===== src/rtl/operand2_shifter_pipe.sv =====
// operand2_shifter_pipe: two-stage ARM-exact operand-2 barrel shifter with valid/ready handshakes.
module operand2_shifter_pipe #(
  parameter int DATA_W = 32,
  parameter int AMT_W  = $clog2(DATA_W),
  parameter int ROT_W  = 4
) (
  input  logic              CLOCK_50,
  input  logic              RESET,
  input  logic              in_valid,
  output logic              in_ready,
  input  logic [2:0]        mode,
  input  logic              reg_shift,
  input  logic [AMT_W-1:0]  shamt,
  input  logic [ROT_W-1:0]  rot,
  input  logic [1:0]        sh,
  input  logic [23:0]       imm,
  input  logic [DATA_W-1:0] rm,
  input  logic [DATA_W-1:0] rs,
  input  logic              carry_in,
  output logic              out_valid,
  input  logic              out_ready,
  output logic [DATA_W-1:0] src2,
  output logic              carry_out,
  output logic              was_shifted
);
  typedef enum logic [1:0] {OP_PASS, OP_RRX, OP_SHIFT} op_e;
  localparam logic [7:0] N8 = 8'(DATA_W);
  logic              va_q, va_d, vb_q, vb_d;
  op_e               op_q, op_d, dec_op;
  logic [DATA_W-1:0] val_q, val_d, dec_val;
  logic [7:0]        n_q, n_d, dec_n, n_raw;
  logic [1:0]        sh_q, sh_d, dec_sh;
  logic              cin_q, cin_d;
  logic [DATA_W-1:0] src2_q, src2_d;
  logic              c_q, c_d, ws_q, ws_d;
  logic              ready_a, ready_b, reg_mode;
  logic [DATA_W:0]   lsl_w, lsr_w, asr_w;
  logic [AMT_W-1:0]  k;
  logic [8:0]        rk;
  logic [DATA_W-1:0] ror_v, sh_res, res;
  logic              sh_c, c_res;
  logic              unused_rs;
  always_comb begin
    unused_rs = ^rs;
    ready_b   = !vb_q || out_ready;
    ready_a   = !va_q || ready_b;
    in_ready  = ready_a;
    reg_mode  = mode == 3'b000 && reg_shift;
    n_raw     = reg_mode ? rs[7:0] : 8'(shamt);
    dec_op    = OP_PASS;
    dec_val   = '0;
    dec_n     = n_raw;
    dec_sh    = sh;
    if (mode == 3'b000 || mode == 3'b011) begin
      // Immediate #0 re-encodes: LSR/ASR #0 mean a full-width shift, ROR #0 means RRX.
      dec_val = rm;
      dec_n   = n_raw == 8'd0 ? N8 : n_raw;
      dec_op  = n_raw != 8'd0 ? OP_SHIFT :
                reg_mode ? OP_PASS :
                sh == 2'b11 ? OP_RRX :
                sh != 2'b00 ? OP_SHIFT : OP_PASS;
    end else if (mode == 3'b001) begin
      dec_val = DATA_W'(imm[7:0]);
      dec_n   = 8'({rot, 1'b0});
      dec_sh  = 2'b11;
      dec_op  = rot != '0 ? OP_SHIFT : OP_PASS;
    end else if (mode == 3'b010) begin
      dec_val = DATA_W'(imm[11:0]);
    end else if (mode == 3'b101) begin
      dec_val = DATA_W'($signed({imm, 2'b00}));
    end
    va_d  = ready_a ? in_valid : va_q;
    op_d  = in_valid && ready_a ? dec_op : op_q;
    val_d = in_valid && ready_a ? dec_val : val_q;
    n_d   = in_valid && ready_a ? dec_n : n_q;
    sh_d  = in_valid && ready_a ? dec_sh : sh_q;
    cin_d = in_valid && ready_a ? carry_in : cin_q;
    // One guard bit beside the operand captures the last bit shifted out, covering n >= N too.
    lsl_w  = {1'b0, val_q} << n_q;
    lsr_w  = {val_q, 1'b0} >> n_q;
    asr_w  = $signed({val_q, 1'b0}) >>> n_q;
    k      = n_q[AMT_W-1:0];
    rk     = 9'(DATA_W) - 9'(k);
    ror_v  = (val_q >> k) | (val_q << rk);
    sh_res = sh_q == 2'b00 ? lsl_w[DATA_W-1:0] :
             sh_q == 2'b01 ? lsr_w[DATA_W:1] :
             sh_q == 2'b10 ? asr_w[DATA_W:1] : ror_v;
    sh_c   = sh_q == 2'b00 ? lsl_w[DATA_W] :
             sh_q == 2'b01 ? lsr_w[0] :
             sh_q == 2'b10 ? asr_w[0] : ror_v[DATA_W-1];
    res    = op_q == OP_SHIFT ? sh_res : op_q == OP_RRX ? {cin_q, val_q[DATA_W-1:1]} : val_q;
    c_res  = op_q == OP_SHIFT ? sh_c : op_q == OP_RRX ? val_q[0] : cin_q;
    vb_d   = ready_b ? va_q : vb_q;
    src2_d = ready_b && va_q ? res : src2_q;
    c_d    = ready_b && va_q ? c_res : c_q;
    ws_d   = ready_b && va_q ? op_q != OP_PASS : ws_q;
  end
  always_ff @(posedge CLOCK_50) begin
    if (RESET) begin
      va_q   <= 1'b0;
      op_q   <= OP_PASS;
      val_q  <= '0;
      n_q    <= '0;
      sh_q   <= '0;
      cin_q  <= 1'b0;
      vb_q   <= 1'b0;
      src2_q <= '0;
      c_q    <= 1'b0;
      ws_q   <= 1'b0;
    end else begin
      va_q   <= va_d;
      op_q   <= op_d;
      val_q  <= val_d;
      n_q    <= n_d;
      sh_q   <= sh_d;
      cin_q  <= cin_d;
      vb_q   <= vb_d;
      src2_q <= src2_d;
      c_q    <= c_d;
      ws_q   <= ws_d;
    end
  end
  assign out_valid   = vb_q;
  assign src2        = src2_q;
  assign carry_out   = c_q;
  assign was_shifted = ws_q;
endmodule

===== config.mk =====
export PLATFORM = sky130hd
export DESIGN_NAME = operand2_shifter_pipe
export DESIGN_NICKNAME = d
export VERILOG_FILES = /design/src/rtl/operand2_shifter_pipe.sv
export SDC_FILE = /design/constraint.sdc
export NUM_CORES = 1
export LEC_CHECK = 0
export ABC_AREA = 1
export BUFFER_PORTS_ARGS = -buffer_cell sky130_fd_sc_hd__buf_2
export CAP_MARGIN = 20
export CORE_UTILIZATION = 30
export CTS_BUF_LIST = sky130_fd_sc_hd__clkbuf_4 sky130_fd_sc_hd__clkbuf_8
export CTS_CLUSTER_SIZE = 25
export DETAILED_ROUTE_END_ITERATION = 10
export PLACE_DENSITY_LB_ADDON = 0.2
export SYNTH_ARGS = -nofsm -noshare
export SYNTH_HDL_FRONTEND = slang
export SYNTH_SLANG_ARGS = --single-unit

===== constraint.sdc =====
create_clock -name CLOCK_50 -period 3 [get_ports CLOCK_50]
set_input_delay 0.3 -clock CLOCK_50 [delete_from_list [all_inputs] [get_ports CLOCK_50]]
set_output_delay 0.3 -clock CLOCK_50 [all_outputs]
set_load 0.02 [all_outputs]

==> key figures, run 1 <==
Outcome
  – Outcome: complete, no violations

Synthesis
  – Multiplexer share of the synthesized area: 0%
  – Largest family of logic cells by synthesized area: simple AND/OR/NAND/NOR gates
  – Post-synthesis compound-gate area fraction: a little under a quarter
  – EDFF count, synth: 0
  – XOR/XNOR Fraction of Synth Area: 0.416%
  – Post-synth top area share: 23.6%
  – Syn Nets: 2,078
  – Yosys cell types: 50
  – Cell count after synthesis: 1,968
  – Synth area leaders: nand2_1 (24%), nand3_1 (18%), dfxtp_1 (15%)
  – Most area-hungry cell type in the Yosys netlist: nand2_1
  – Adder-cell share of the synthesized area: 0.238%
  – Top FF cell, synth: dfxtp_1
  – Seq cells post-synth: 81
  – Async SR Flop Fraction: 0%
  – Syn. warnings: 0
  – Mean Syn Cell Area: 5.35 sq um
  – Register area share after synthesis: between 15 and 20%
  – Simple-gate share of the synthesized area: 49.8%
  – Syn Std Cell Area: 10,500 sq um

Die
  – Initial core utilization: 30.5%
  – Row cnt: between 60 and 70
  – Core area: 34,500 sq um
  – Die width: about 190 microns
  – Die area: ~36,000 sq um
  – I/O pin cnt: 144
  – Chip height: 189 microns

Critical path
  – CP arrival: 3.17 ns
  – Req. time, crit path: roughly 3.3 ns
  – Startpoint Class: register
  – Crit path kind: reg2reg
  – CP max FO: 23
  – Critical path capture point type: register
  – Worst-case reg-to-reg path depth: 15
  – R2r endpoint: src2[17]$_SDFFE_PP0P_
  – Flop-to-flop setup slack: 0.08 ns
  – Worst flop-to-flop path startpoint: n_q[0]$_SDFFE_PP0P_

GRT
  – Total GRT Usage: 35.5%
  – Total congestion overflow: 0
  – Vias in the first global route: 13,400
  – First-pass GRT wire length: ~92,000 microns
  – Initial antenna violation count: 0
  – Pin count of the biggest net entering global routing: 61

Routing
  – Drt drc: 0
  – 1st-iter DRT viols: around 1,800
  – Routed WL per cell: 25.6 microns
  – Vias/cell: 5.81
  – Routed Antenna Nets: 0
  – Via count: 14,700
  – DRT Wirelength: 64,600 microns
  – Pre-antenna DRT Iters: 6

Clocking
  – Skew-Pair Late Insertion Delay: about 0.38 ns
  – Post-CTS Setup Bufs: 0
  – Worst-path clk slew: 0.09 ns
  – Hold_buf cts: 0
  – CTS tree: yes
  – CTS resizes: 0
  – Clock root cell: clkbuf_8
  – Max Buffers Root-to-Sink: 2
  – # H-tree levels: 3
  – Sink Count: about 80
  – Num CTS Buffers: 9

Placement
  – Routability cong.: 1.04
  – Buffers on Ports: 119
  – DP HPWL: 51,800 microns

Power
  – Peak VDD IR: between 0.0003 and 0.0004 V
  – Sw Ratio: 53.0%
  – Total Power: 5230 uW
  – Clk pwr share: 16.1%
  – Pwr Density: approximately 430 nW/um^2
  – Internal power: 2460 uW
  – Comb pwr share: 60.0%
  – Net switching power: 2770 uW
  – Share of power burned in registers: 23.8%
  – Leakage power: 0.00575 uW

Finish
  – Syn-to-layout area delta: 15.2%
  – Ant diodes: 0
  – Layout net count: around 2,200
  – Layout cells sized above 1: 15.0%
  – Fillers: about 4,000

Timing
  – Setup TNS: 0 ns
  – Fin. max-slew vios: 0
  – Worst slew pin tran: 1.02 ns
  – Max Clk Rate: 343 MHz
  – Final Setup Violations: 0
  – Clock skew: 0.0108 ns
  – RSZ-0062 raised after global routing: false
  – Post-layout min period: 2.92 ns
  – Final period utilization: a little over nine tenths
  – Rel. slew slack: a little under a third
  – Final Hold Fails: 0

Worst hold path
  – Worst hold path class: in2reg
  – Hold Path Cell Cnt: 3
  – Worst Hold Launch: rm[18]
  – Hold path endpoint: val_q[18]$_SDFFE_PP0P_

Job
  – Max cap viols: 0
cell usage after synthesis, types with 5 or more instances:
library cell / count
buf_2: 46
nand4_1: 13
nand2_2: 8
nand3_2: 5
a22oi_1: 6
a221oi_1: 24
buf_6: 11
nor3_1: 28
o21ai_0: 101
and2_1: 7
buf_1: 12
or2_2: 7
o211ai_1: 39
a31oi_1: 19
nand2_1: 663
buf_4: 10
or2_1: 11
o21ai_2: 6
dfxtp_1: 81
nor2_2: 9
inv_1: 101
o21ai_1: 30
clkbuf_1: 59
nand3_1: 373
o22ai_1: 14
a21oi_1: 148
inv_2: 22
nor2_1: 74
sequential cells by signal, summed over array words and instances (netlist names):
| name | cells |
|---|---|
| val_q | 32 |
| sh_q | 2 |
| cin_q | 1 |
| was_shifted | 1 |
| carry_out | 1 |
| n_q | 8 |
| va_q | 1 |
| out_valid | 1 |
| src2 | 32 |
| op_q | 2 |
per-layer routing:
metal	vias up	wire [microns]	track usage, %
li1	6898	-	-
met1	6884	27900	47.1
met2	748	28100	55.8
met3	133	4550	3.99
met4	0	4000	20.0
met5	-	0	0
critical path, stage by stage (launching register included):
cell,delay [ns]
dfxtp_1,0.51
inv_8,0.13
buf_4,0.22
nand2_2,0.10
nand3_2,0.09
nand2_1,0.23
nand2_1,0.08
o21ai_1,0.14
o21ai_1,0.17
buf_4,0.21
nand2_1,0.06
nand2_1,0.05
a21oi_1,0.46
nand2_1,0.11
nand2_1,0.15
a21oi_1,0.08
power by group through the flow:
| stage | registers (uW) | logic (uW) | clock network [uW] |
|---|---|---|---|
| final | 1250 | 3140 | 844 |
| after global routing | 1250 | 3350 | 902 |
| after CTS | 1240 | 3070 | 864 |
| after detailed placement | 1270 | 3060 | 0 |
| after global placement | 1270 | 3070 | 0 |
| after floorplan | 1260 | 1810 | 0 |
kinds of logic after synthesis:
| logic type | Yosys count |
|---|---|
| XOR/XNOR | 2 |
| AND/OR/NAND/NOR | 1205 |
| AO/OA/AOI/OAI | 412 |
| adder cells (fa/ha/maj) | 2 |
| buffers and inverters | 266 |
| flip-flops | 81 |
placed cells by master, fill, tap and decap left out, types with 9 or more instances in the layout:
| cell type | instances |
|---|---|
| nand2_1 | 662 |
| nand3_1 | 373 |
| a21oi_1 | 148 |
| buf_2 | 119 |
| inv_1 | 101 |
| o21ai_0 | 101 |
| buf_4 | 92 |
| dfxtp_1 | 79 |
| nor2_1 | 73 |
| o211ai_1 | 39 |
| o21ai_1 | 30 |
| nor3_1 | 28 |
| a221oi_1 | 24 |
| inv_2 | 22 |
| a31oi_1 | 19 |
| o22ai_1 | 14 |
| nand4_1 | 13 |
| or2_1 | 11 |
| buf_12 | 11 |
| nand2_2 | 9 |
| nor2_2 | 9 |
| clkbuf_8 | 9 |
through the flow:
| stage | cell area, sq um | cells | hold WS (ns) | util, % | setup slack, ns |
|---|---|---|---|---|---|
| floorplan | 10500 | 1968 | 0.443 | - | 0.652 |
| global placement | 11900 | 2507 | 0.457 | 34.5 | 0.181 |
| detailed placement | 11900 | 2507 | 0.457 | 34.5 | 0.249 |
| CTS | 12100 | 2523 | 0.166 | 35.1 | 0.199 |
| global route | 12100 | 2523 | 0.180 | 35.1 | 0.00967 |
| finish | 12100 | 2523 | 0.180 | 35.1 | 0.0824 |
cell type report:
cell class                      count  area (sq um)  share of cell area [%]
Clock buffer                        9           124                    1.02
Clock inverter                      7          81.3                   0.671
Inverter                          128           493                    4.07
Multi-Input combinational cell   1621          7720                    63.7
Sequential cell                    81          1620                    13.4
Tap cell                          455           569                    4.70
Timing Repair Buffer              222          1510                    12.4
worst max path at each step:
| stage | startpoint | to | slack (ns) | cells after the start |
|---|---|---|---|---|
| after detailed placement | n_q[0]$_SDFFE_PP0P_ | src2[28]$_SDFFE_PP0P_ | 0.25 | 15 |
| after global placement | n_q[0]$_SDFFE_PP0P_ | src2[28]$_SDFFE_PP0P_ | 0.18 | 15 |
| after floorplan | n_q[1]$_SDFFE_PP0P_ | src2[29]$_SDFFE_PP0P_ | 0.65 | 20 |
| final | n_q[0]$_SDFFE_PP0P_ | src2[17]$_SDFFE_PP0P_ | 0.08 | 15 |
| after CTS | n_q[0]$_SDFFE_PP0P_ | src2[16]$_SDFFE_PP0P_ | 0.20 | 14 |
| after global routing | n_q[0]$_SDFFE_PP0P_ | src2[17]$_SDFFE_PP0P_ | 0.01 | 15 |
Note: power is estimated with default switching activity, not from simulation.
==> inputs of run 2 (changes only) <==
--- a/config.mk
+++ b/config.mk
@@ -8,10 +8,12 @@
 export ABC_AREA = 1
 export BUFFER_PORTS_ARGS = -buffer_cell sky130_fd_sc_hd__buf_2
 export CAP_MARGIN = 20
+export CORE_ASPECT_RATIO = 1.4
 export CORE_UTILIZATION = 30
 export CTS_BUF_LIST = sky130_fd_sc_hd__clkbuf_4 sky130_fd_sc_hd__clkbuf_8
 export CTS_CLUSTER_SIZE = 25
 export DETAILED_ROUTE_END_ITERATION = 10
+export GPL_ROUTABILITY_DRIVEN = 0
 export PLACE_DENSITY_LB_ADDON = 0.2
 export SYNTH_ARGS = -nofsm -noshare
 export SYNTH_HDL_FRONTEND = slang
==> key figures, run 2 (same netlist as run 1, synthesis figures left out) <==
Finish
  – Fillers: 3,914 (was 4,101)
  – Syn-to-layout area delta: 11.5% (was 15.2%)
  – Layout cells sized above 1: 13.3% (was 15.0%)
  – Register area: 1620 sq um (unchanged)
  – Most common cell after layout, fill and taps aside: nand2_1 (unchanged)
  – Post-route insts no fill: 2,477 (was 2,523)
  – Area of the multi-input gates: 7740 sq um (was 7720 sq um)
  – Final Util: 34.2% (was 35.1%)
  – Layout net count: 2,130 (was 2,173)
  – Most frequent cells in the layout: nand2_1 (661), nand3_1 (373), a21oi_1 (148) (was nand2_1 (662), nand3_1 (373), a21oi_1 (148))

Clocking
  – CTS tree: yes (unchanged)
  – Skew-Pair Late Insertion Delay: 0.40 ns (was 0.38 ns)
  – # H-tree levels: 3 (unchanged)
  – Sink Count: 81 (unchanged)
  – Max Buffers Root-to-Sink: 2 (unchanged)
  – Clock root cell: clkbuf_8 (unchanged)
  – Num CTS Buffers: 9 (unchanged)
  – Post-CTS Setup Bufs: 0 (unchanged)
  – Worst-path clk slew: 0.08 ns (was 0.09 ns)

Routing
  – Routed Antenna Nets: 0 (unchanged)
  – Via count: 14,800 (was 14,700)
  – Drt drc: 0 (unchanged)
  – Routed WL per cell: 24.1 microns (was 25.6 microns)
  – Vias/cell: 5.98 (was 5.81)
  – DRT Wirelength: 59,600 microns (was 64,600 microns)
  – Pre-antenna DRT Iters: 6 (unchanged)
  – 1st-iter DRT viols: 2,006 (was 1,821)

Timing
  – Max Clk Rate: 348 MHz (was 343 MHz)
  – Fin. max-slew vios: 0 (unchanged)
  – Worst slew pin tran: 0.924 ns (was 1.02 ns)
  – Fin worst setup slack: 0.128 ns (was 0.0824 ns)
  – Post-layout min period: 2.87 ns (was 2.92 ns)
  – Final Setup Violations: 0 (unchanged)
  – Clock skew: 0.0196 ns (was 0.0108 ns)
  – Rel. slew slack: 38.4% (was 32.0%)
  – RSZ-0062 raised after global routing: false (unchanged)
  – Final period utilization: 95.7% (was 97.3%)
  – Final Hold Fails: 0 (unchanged)
  – Setup TNS: 0 ns (unchanged)

Die
  – Die area: 35,800 sq um (about the same)
  – Core area: 34,300 sq um (was 34,500 sq um)
  – Die width: 160 microns (was 189 microns)
  – Row cnt: 80 (was 68)
  – Chip height: 224 microns (was 189 microns)
  – I/O pin cnt: 144 (unchanged)
  – Initial core utilization: 30.7% (was 30.5%)

Critical path
  – Crit-path leading delay family: compound AO/OA/AOI/OAI gates (was simple AND/OR/NAND/NOR gates)
  – CP max-delay cell: o22ai_1 (was dfxtp_1)
  – Critical path buffers and inverters: 2 (was 3)
  – Req. time, crit path: 3.33 ns (was 3.25 ns)
  – CP max FO: 36 (was 23)
  – Critical-path cell list: buf_4 -> nor2_2 -> clkinv_2 -> o22ai_1 -> nand2_1 -> nand2_1 -> nand2_1 -> a21oi_1 -> nor2_1 -> nand2_1 -> nand2_1 -> a21oi_1 (was inv_8 -> buf_4 -> nand2_2 -> nand3_2 -> nand2_1 -> nand2_1 -> o21ai_1 -> o21ai_1 -> buf_4 -> nand2_1 -> nand2_1 -> a21oi_1 -> nand2_1 -> nand2_1 -> a21oi_1)
  – Startpoint Class: register (unchanged)
  – CP arrival: 3.20 ns (was 3.17 ns)
  – Peak per-stage delay on the critical path: 0.61 ns (was 0.51 ns)
  – CP most frequent cell: nand2_1 (unchanged)
  – Critical path capture point type: register (unchanged)
  – Crit path kind: reg2reg (unchanged)

Power
  – Pwr Density: 427 nW/um^2 (was 432 nW/um^2)
  – Leakage power: 0.00552 uW (was 0.00575 uW)
  – Peak VDD IR: 0.000324 V (was 0.000305 V)
  – Total Power: 5010 uW (was 5230 uW)

GRT
  – First-pass GRT wire length: 86,700 microns (was 92,000 microns)
  – Vias in the first global route: 13,600 (was 13,400)
  – Total congestion overflow: 0 (unchanged)
  – Total GRT Usage: 33.1% (was 35.5%)
  – Pin count of the biggest net entering global routing: 78 (was 61)
  – Initial antenna violation count: 1 (was 0)

Placement
  – Buffers on Ports: 119 (unchanged)
  – Pre-CTS setup slack: 0.273 ns (was 0.249 ns)
  – DP HPWL: 44,500 microns (was 51,800 microns)
  – Post-Place Cells: 2,459 (was 2,507)

Outcome
  – Outcome: complete, no violations (unchanged)

Worst hold path
  – Worst hold path class: in2reg (unchanged)

Job
  – Max cap viols: 0 (unchanged)
-- run 2: changes by cell type in the layout (fill, tap and decap cells not counted), moves of 2 or more --
| cell | previous run | this run |
|---|---|---|
| nor2_2 | 9 | 11 |
| diode_2 | 0 | 2 |
| buf_12 | 11 | 6 |
| clkinv_2 | 0 | 4 |
| buf_4 | 92 | 53 |
| clkinv_4 | 5 | 0 |
-- run 2: final cells by class --
cell class,count,area share [%]
Clock buffer,10,1.12
Antenna cell,2,0.0427
Sequential cell,81,13.8
Timing Repair Buffer,179,9.73
Clock inverter,5,0.267
Tap cell,451,4.81
Multi-Input combinational cell,1621,66.0
Inverter,128,4.21
-- run 2: final timing paths --
kind,startpoint,endpoint,slack (ns),cells after the start
hold / removal,rm[19],val_q[19]$_SDFFE_PP0P_,0.16,3
setup reg to reg,n_q[1]$_SDFFE_PP0P_,src2[26]$_SDFFE_PP0P_,0.13,12
hold reg to reg,src2[5]$_SDFFE_PP0P_,src2[5]$_SDFFE_PP0P_,0.47,2
setup / recovery,n_q[1]$_SDFFE_PP0P_,src2[26]$_SDFFE_PP0P_,0.13,12
-- run 2: per-layer routing --
layer  GRT usage [%]  wire [microns]
met5               0               0
met1            36.2           20500
met3            7.26            6410
met4            26.9            5620
met2            55.2           27100
-- run 2: worst register-to-register path, delay by kind of cell, from the launching register on --
family	cells	cell delay [ns]
buffers and inverters	2	0.63
AO/OA/AOI/OAI	3	0.94
flip-flops	1	0.32
AND/OR/NAND/NOR	7	0.93
-- run 2: power by group --
part	switching (uW)	internal, uW	leakage (uW)
registers	83.1	1150	0.000669
logic	2200	831	0.00477
clock network	437	304	0.0000857
-- run 2: what timing repair did --
item                                    in CTS  in global routing
endpoints found under the setup margin       0                 11
gates resized for setup                      0                  6
hold buffers                                 0                  0
-- run 2: metrics by stage --
stage | hold WS [ns] | area, sq um
after global placement | 0.460 | 11500
after detailed placement | 0.460 | 11500
after CTS | 0.125 | 11700
after global routing | 0.168 | 11700
after floorplan | 0.443 | 10500
final | 0.156 | 11700
==> inputs of run 3 (changes only) <==
--- a/config.mk
+++ b/config.mk
@@ -5,10 +5,10 @@
 export SDC_FILE = /design/constraint.sdc
 export NUM_CORES = 1
 export LEC_CHECK = 0
-export ABC_AREA = 1
 export BUFFER_PORTS_ARGS = -buffer_cell sky130_fd_sc_hd__buf_2
 export CAP_MARGIN = 20
 export CORE_ASPECT_RATIO = 1.4
+export CORE_MARGIN = 2
 export CORE_UTILIZATION = 30
 export CTS_BUF_LIST = sky130_fd_sc_hd__clkbuf_4 sky130_fd_sc_hd__clkbuf_8
 export CTS_CLUSTER_SIZE = 25
==> key figures, run 3 <==
Outcome
  – Outcome: complete, no violations (unchanged)

Timing
  – Setup TNS: 0 ns (unchanged)
  – Final Hold Fails: 0 (unchanged)
  – Hold Slack: 0.136 ns (was 0.156 ns)
  – Max Clk Rate: 334 MHz (was 348 MHz)
  – Worst slew pin tran: 1.05 ns (was 0.924 ns)
  – Post-layout min period: 2.99 ns (was 2.87 ns)
  – Rel. slew slack: 29.7% (was 38.4%)
  – Clock skew: 0.0256 ns (was 0.0196 ns)
  – Fin worst setup slack: 0.00685 ns (was 0.128 ns)
  – Final Setup Violations: 0 (unchanged)
  – Final period utilization: 99.8% (was 95.7%)
  – Fin. max-slew vios: 0 (unchanged)
  – RSZ-0062 raised after global routing: true (was false)

GRT
  – Total congestion overflow: 0 (unchanged)
  – Initial antenna violation count: 5 (was 1)
  – Pin count of the biggest net entering global routing: 69 (was 78)
  – Total GRT Usage: 33.2% (was 33.1%)
  – First-pass GRT wire length: 102,000 microns (was 86,700 microns)
  – Vias in the first global route: 13,800 (was 13,600)

Critical path
  – Startpoint Class: register (unchanged)
  – CP arrival: 3.30 ns (was 3.20 ns)
  – Critical path buffers and inverters: 3 (was 2)
  – CP max FO: 8 (was 36)
  – Peak per-stage delay on the critical path: 0.42 ns (was 0.61 ns)
  – Crit-path leading delay family: compound AO/OA/AOI/OAI gates (unchanged)
  – CP max-delay cell: o211ai_1 (was o22ai_1)
  – Crit path kind: reg2reg (unchanged)
  – Critical-path cell list: buf_4 -> clkinv_4 -> ha_4 -> xor2_4 -> buf_4 -> mux2i_1 -> mux2i_1 -> a31oi_1 -> o211ai_1 -> a221o_1 (was buf_4 -> nor2_2 -> clkinv_2 -> o22ai_1 -> nand2_1 -> nand2_1 -> nand2_1 -> a21oi_1 -> nor2_1 -> nand2_1 -> nand2_1 -> a21oi_1)
  – Critical path capture point type: register (unchanged)
  – Req. time, crit path: 3.31 ns (was 3.33 ns)
  – Worst flop-to-flop path startpoint: n_q[1]$_SDFFE_PP0P_ (unchanged)
  – Setup crit start: n_q[1]$_SDFFE_PP0P_ (unchanged)

Routing
  – Routed WL per cell: 31.4 microns (was 24.1 microns)
  – DRT Wirelength: 72,100 microns (was 59,600 microns)
  – 1st-iter DRT viols: 1,990 (was 2,006)
  – Via count: 15,000 (was 14,800)
  – Routed Antenna Nets: 0 (unchanged)
  – Pre-antenna DRT Iters: 8 (was 6)
  – Vias/cell: 6.53 (was 5.98)
  – Drt drc: 0 (unchanged)

Synthesis
  – Syn. warnings: 0 (unchanged)
  – Syn Nets: 1,692 (was 2,078)
  – Register area share after synthesis: 13.4% (was 15.4%)
  – Count leader, synth: nor2_1 (was nand2_1)
  – Post-synth top area share: 15.1% (was 23.6%)
  – Mean Syn Cell Area: 7.64 sq um (was 5.35 sq um)
  – Yosys cell types: 80 (was 50)
  – Cell count after synthesis: 1,582 (was 1,968)
  – Top FF cell, synth: dfxtp_1 (unchanged)
  – Seq cells post-synth: 81 (unchanged)
  – Synth top cells by count: nor2_1 (208), nand2_1 (138), clkbuf_1 (122) (was nand2_1 (663), nand3_1 (373), a21oi_1 (148))
  – Synth area leaders: mux4_2 (15%), dfxtp_1 (13%), mux2i_1 (8.3%) (was nand2_1 (24%), nand3_1 (18%), dfxtp_1 (15%))
  – EDFF count, synth: 0 (unchanged)
  – Async SR Flop Fraction: 0% (unchanged)
  – Syn Std Cell Area: 12,100 sq um (was 10,500 sq um)
  – Most area-hungry cell type in the Yosys netlist: mux4_2 (was nand2_1)

Worst hold path
  – Worst Hold Launch: carry_in (was rm[19])
  – Worst hold path class: in2reg (unchanged)

Clocking
  – Hold_buf cts: 0 (unchanged)
  – Max Buffers Root-to-Sink: 2 (unchanged)
  – Clock root cell: clkbuf_8 (unchanged)
  – Sink Count: 81 (unchanged)
  – # H-tree levels: 3 (unchanged)
  – CTS tree: yes (unchanged)
  – Worst-path clk slew: 0.11 ns (was 0.08 ns)
  – Num CTS Buffers: 9 (unchanged)
  – Skew-Pair Late Insertion Delay: 0.42 ns (was 0.40 ns)

Finish
  – Post-route insts no fill: 2,295 (was 2,477)
  – Layout cells sized above 1: 31.8% (was 13.3%)
  – Fillers: 4,275 (was 3,914)
  – Final Util: 37.0% (was 34.2%)
  – Syn-to-layout area delta: 22.6% (was 11.5%)
  – Most frequent cells in the layout: buf_4 (213), nor2_1 (208), nand2_1 (137) (was nand2_1 (661), nand3_1 (373), a21oi_1 (148))
  – Most common cell after layout, fill and taps aside: buf_4 (was nand2_1)
  – Layout net count: 1,864 (was 2,130)

Die
  – Core area: 40,100 sq um (was 34,300 sq um)
  – Die area: 41,900 sq um (was 35,800 sq um)
  – Die width: 174 microns (was 160 microns)
  – Initial core utilization: 30.2% (was 30.7%)
  – Row cnt: 87 (was 80)
  – Chip height: 242 microns (was 224 microns)
  – I/O pin cnt: 144 (unchanged)

Placement
  – DP HPWL: 54,400 microns (was 44,500 microns)
  – Pre-CTS setup slack: 0.0305 ns (was 0.273 ns)
  – Post-Place Cells: 2,264 (was 2,459)
  – Buffers on Ports: 119 (unchanged)

Power
  – Pwr Density: 363 nW/um^2 (was 427 nW/um^2)
  – Peak VDD IR: 0.000180 V (was 0.000324 V)
  – Leakage power: 0.00570 uW (was 0.00552 uW)

Job
  – Max cap viols: 0 (unchanged)
run 3: cell count changes after synthesis, moves of 43 or more:
cell,previous run,this run
nand2_1,663,138
nand3_1,373,26
nor2_1,74,208
mux2i_1,0,100
inv_1,101,9
mux4_2,0,81
mux2_2,0,68
clkbuf_1,59,122
nor3_1,28,71
run 3: stage by stage:
step,cell area (sq um),total power (uW)
floorplan,12200,2960
global placement,14400,4220
detailed placement,14400,4220
CTS,14600,5160
global route,14800,5540
finish,14800,5390
run 3: logic make-up (layout without fill, tap and decap cells):
group | after synthesis | count (layout) | share of synthesized area (%)
other | 0 | 2 | 0
adders and majority gates | 2 | 2 | 0.207
DFF | 81 | 81 | 13.4
muxes | 253 | 253 | 30.5
xor gates and xnor gates | 6 | 6 | 0.435
buffers and inverters | 204 | 381 | 7.37
AOI/OAI and AO/OA | 491 | 491 | 27.7
and+or+nand+nor | 545 | 545 | 20.4
run 3: timing repair:
action | 4_1_cts | 5_1_grt
hold endpoints to repair | 0 | 0
resized for setup | 0 | 19
setup endpoints to repair | 0 | 20
buffers inserted | 0 | 13
run 3: worst paths after layout:
kind,cells after the start,slack (ns),end
worst max-delay path,10,0.007,src2[15]$_SDFFE_PP0P_
worst min-delay path,3,0.14,cin_q$_SDFFE_PP0P_
worst max register to register,10,0.007,src2[15]$_SDFFE_PP0P_
worst min register to register,2,0.48,src2[29]$_SDFFE_PP0P_
run 3: cell type report:
cell class              instances  area, sq um  area share (%)
repair buffers                350         2530            17.1
well taps                     534          668            4.51
inverters                      15         68.8           0.464
diodes                          2         5.00          0.0338
flip-flops and latches         81         1640            11.1
multi-input cells            1297         9690            65.4
clock buffers                   9          124           0.836
clock inverters                 7         85.1           0.574
run 3: per-layer routing:
metal / global-route usage [%] / vias up / wire (microns)
li1: - / 6423 / -
met1: 39.2 / 7064 / 25600
met2: 52.7 / 1149 / 32200
met3: 8.30 / 338 / 7440
met4: 23.6 / 4 / 6740
met5: 0 / - / 24
run 3: where the power goes:
part / switching [uW] / internal, uW / leakage (uW)
combinational: 1950 / 1220 / 0.00492
clock: 531 / 403 / 0.000108
sequential: 140 / 1140 / 0.000669
run 3: tightest hold or removal path: stages:
cell and delay, ns:
buf_2 0.10, nand2_1 0.06, a21oi_1 0.05
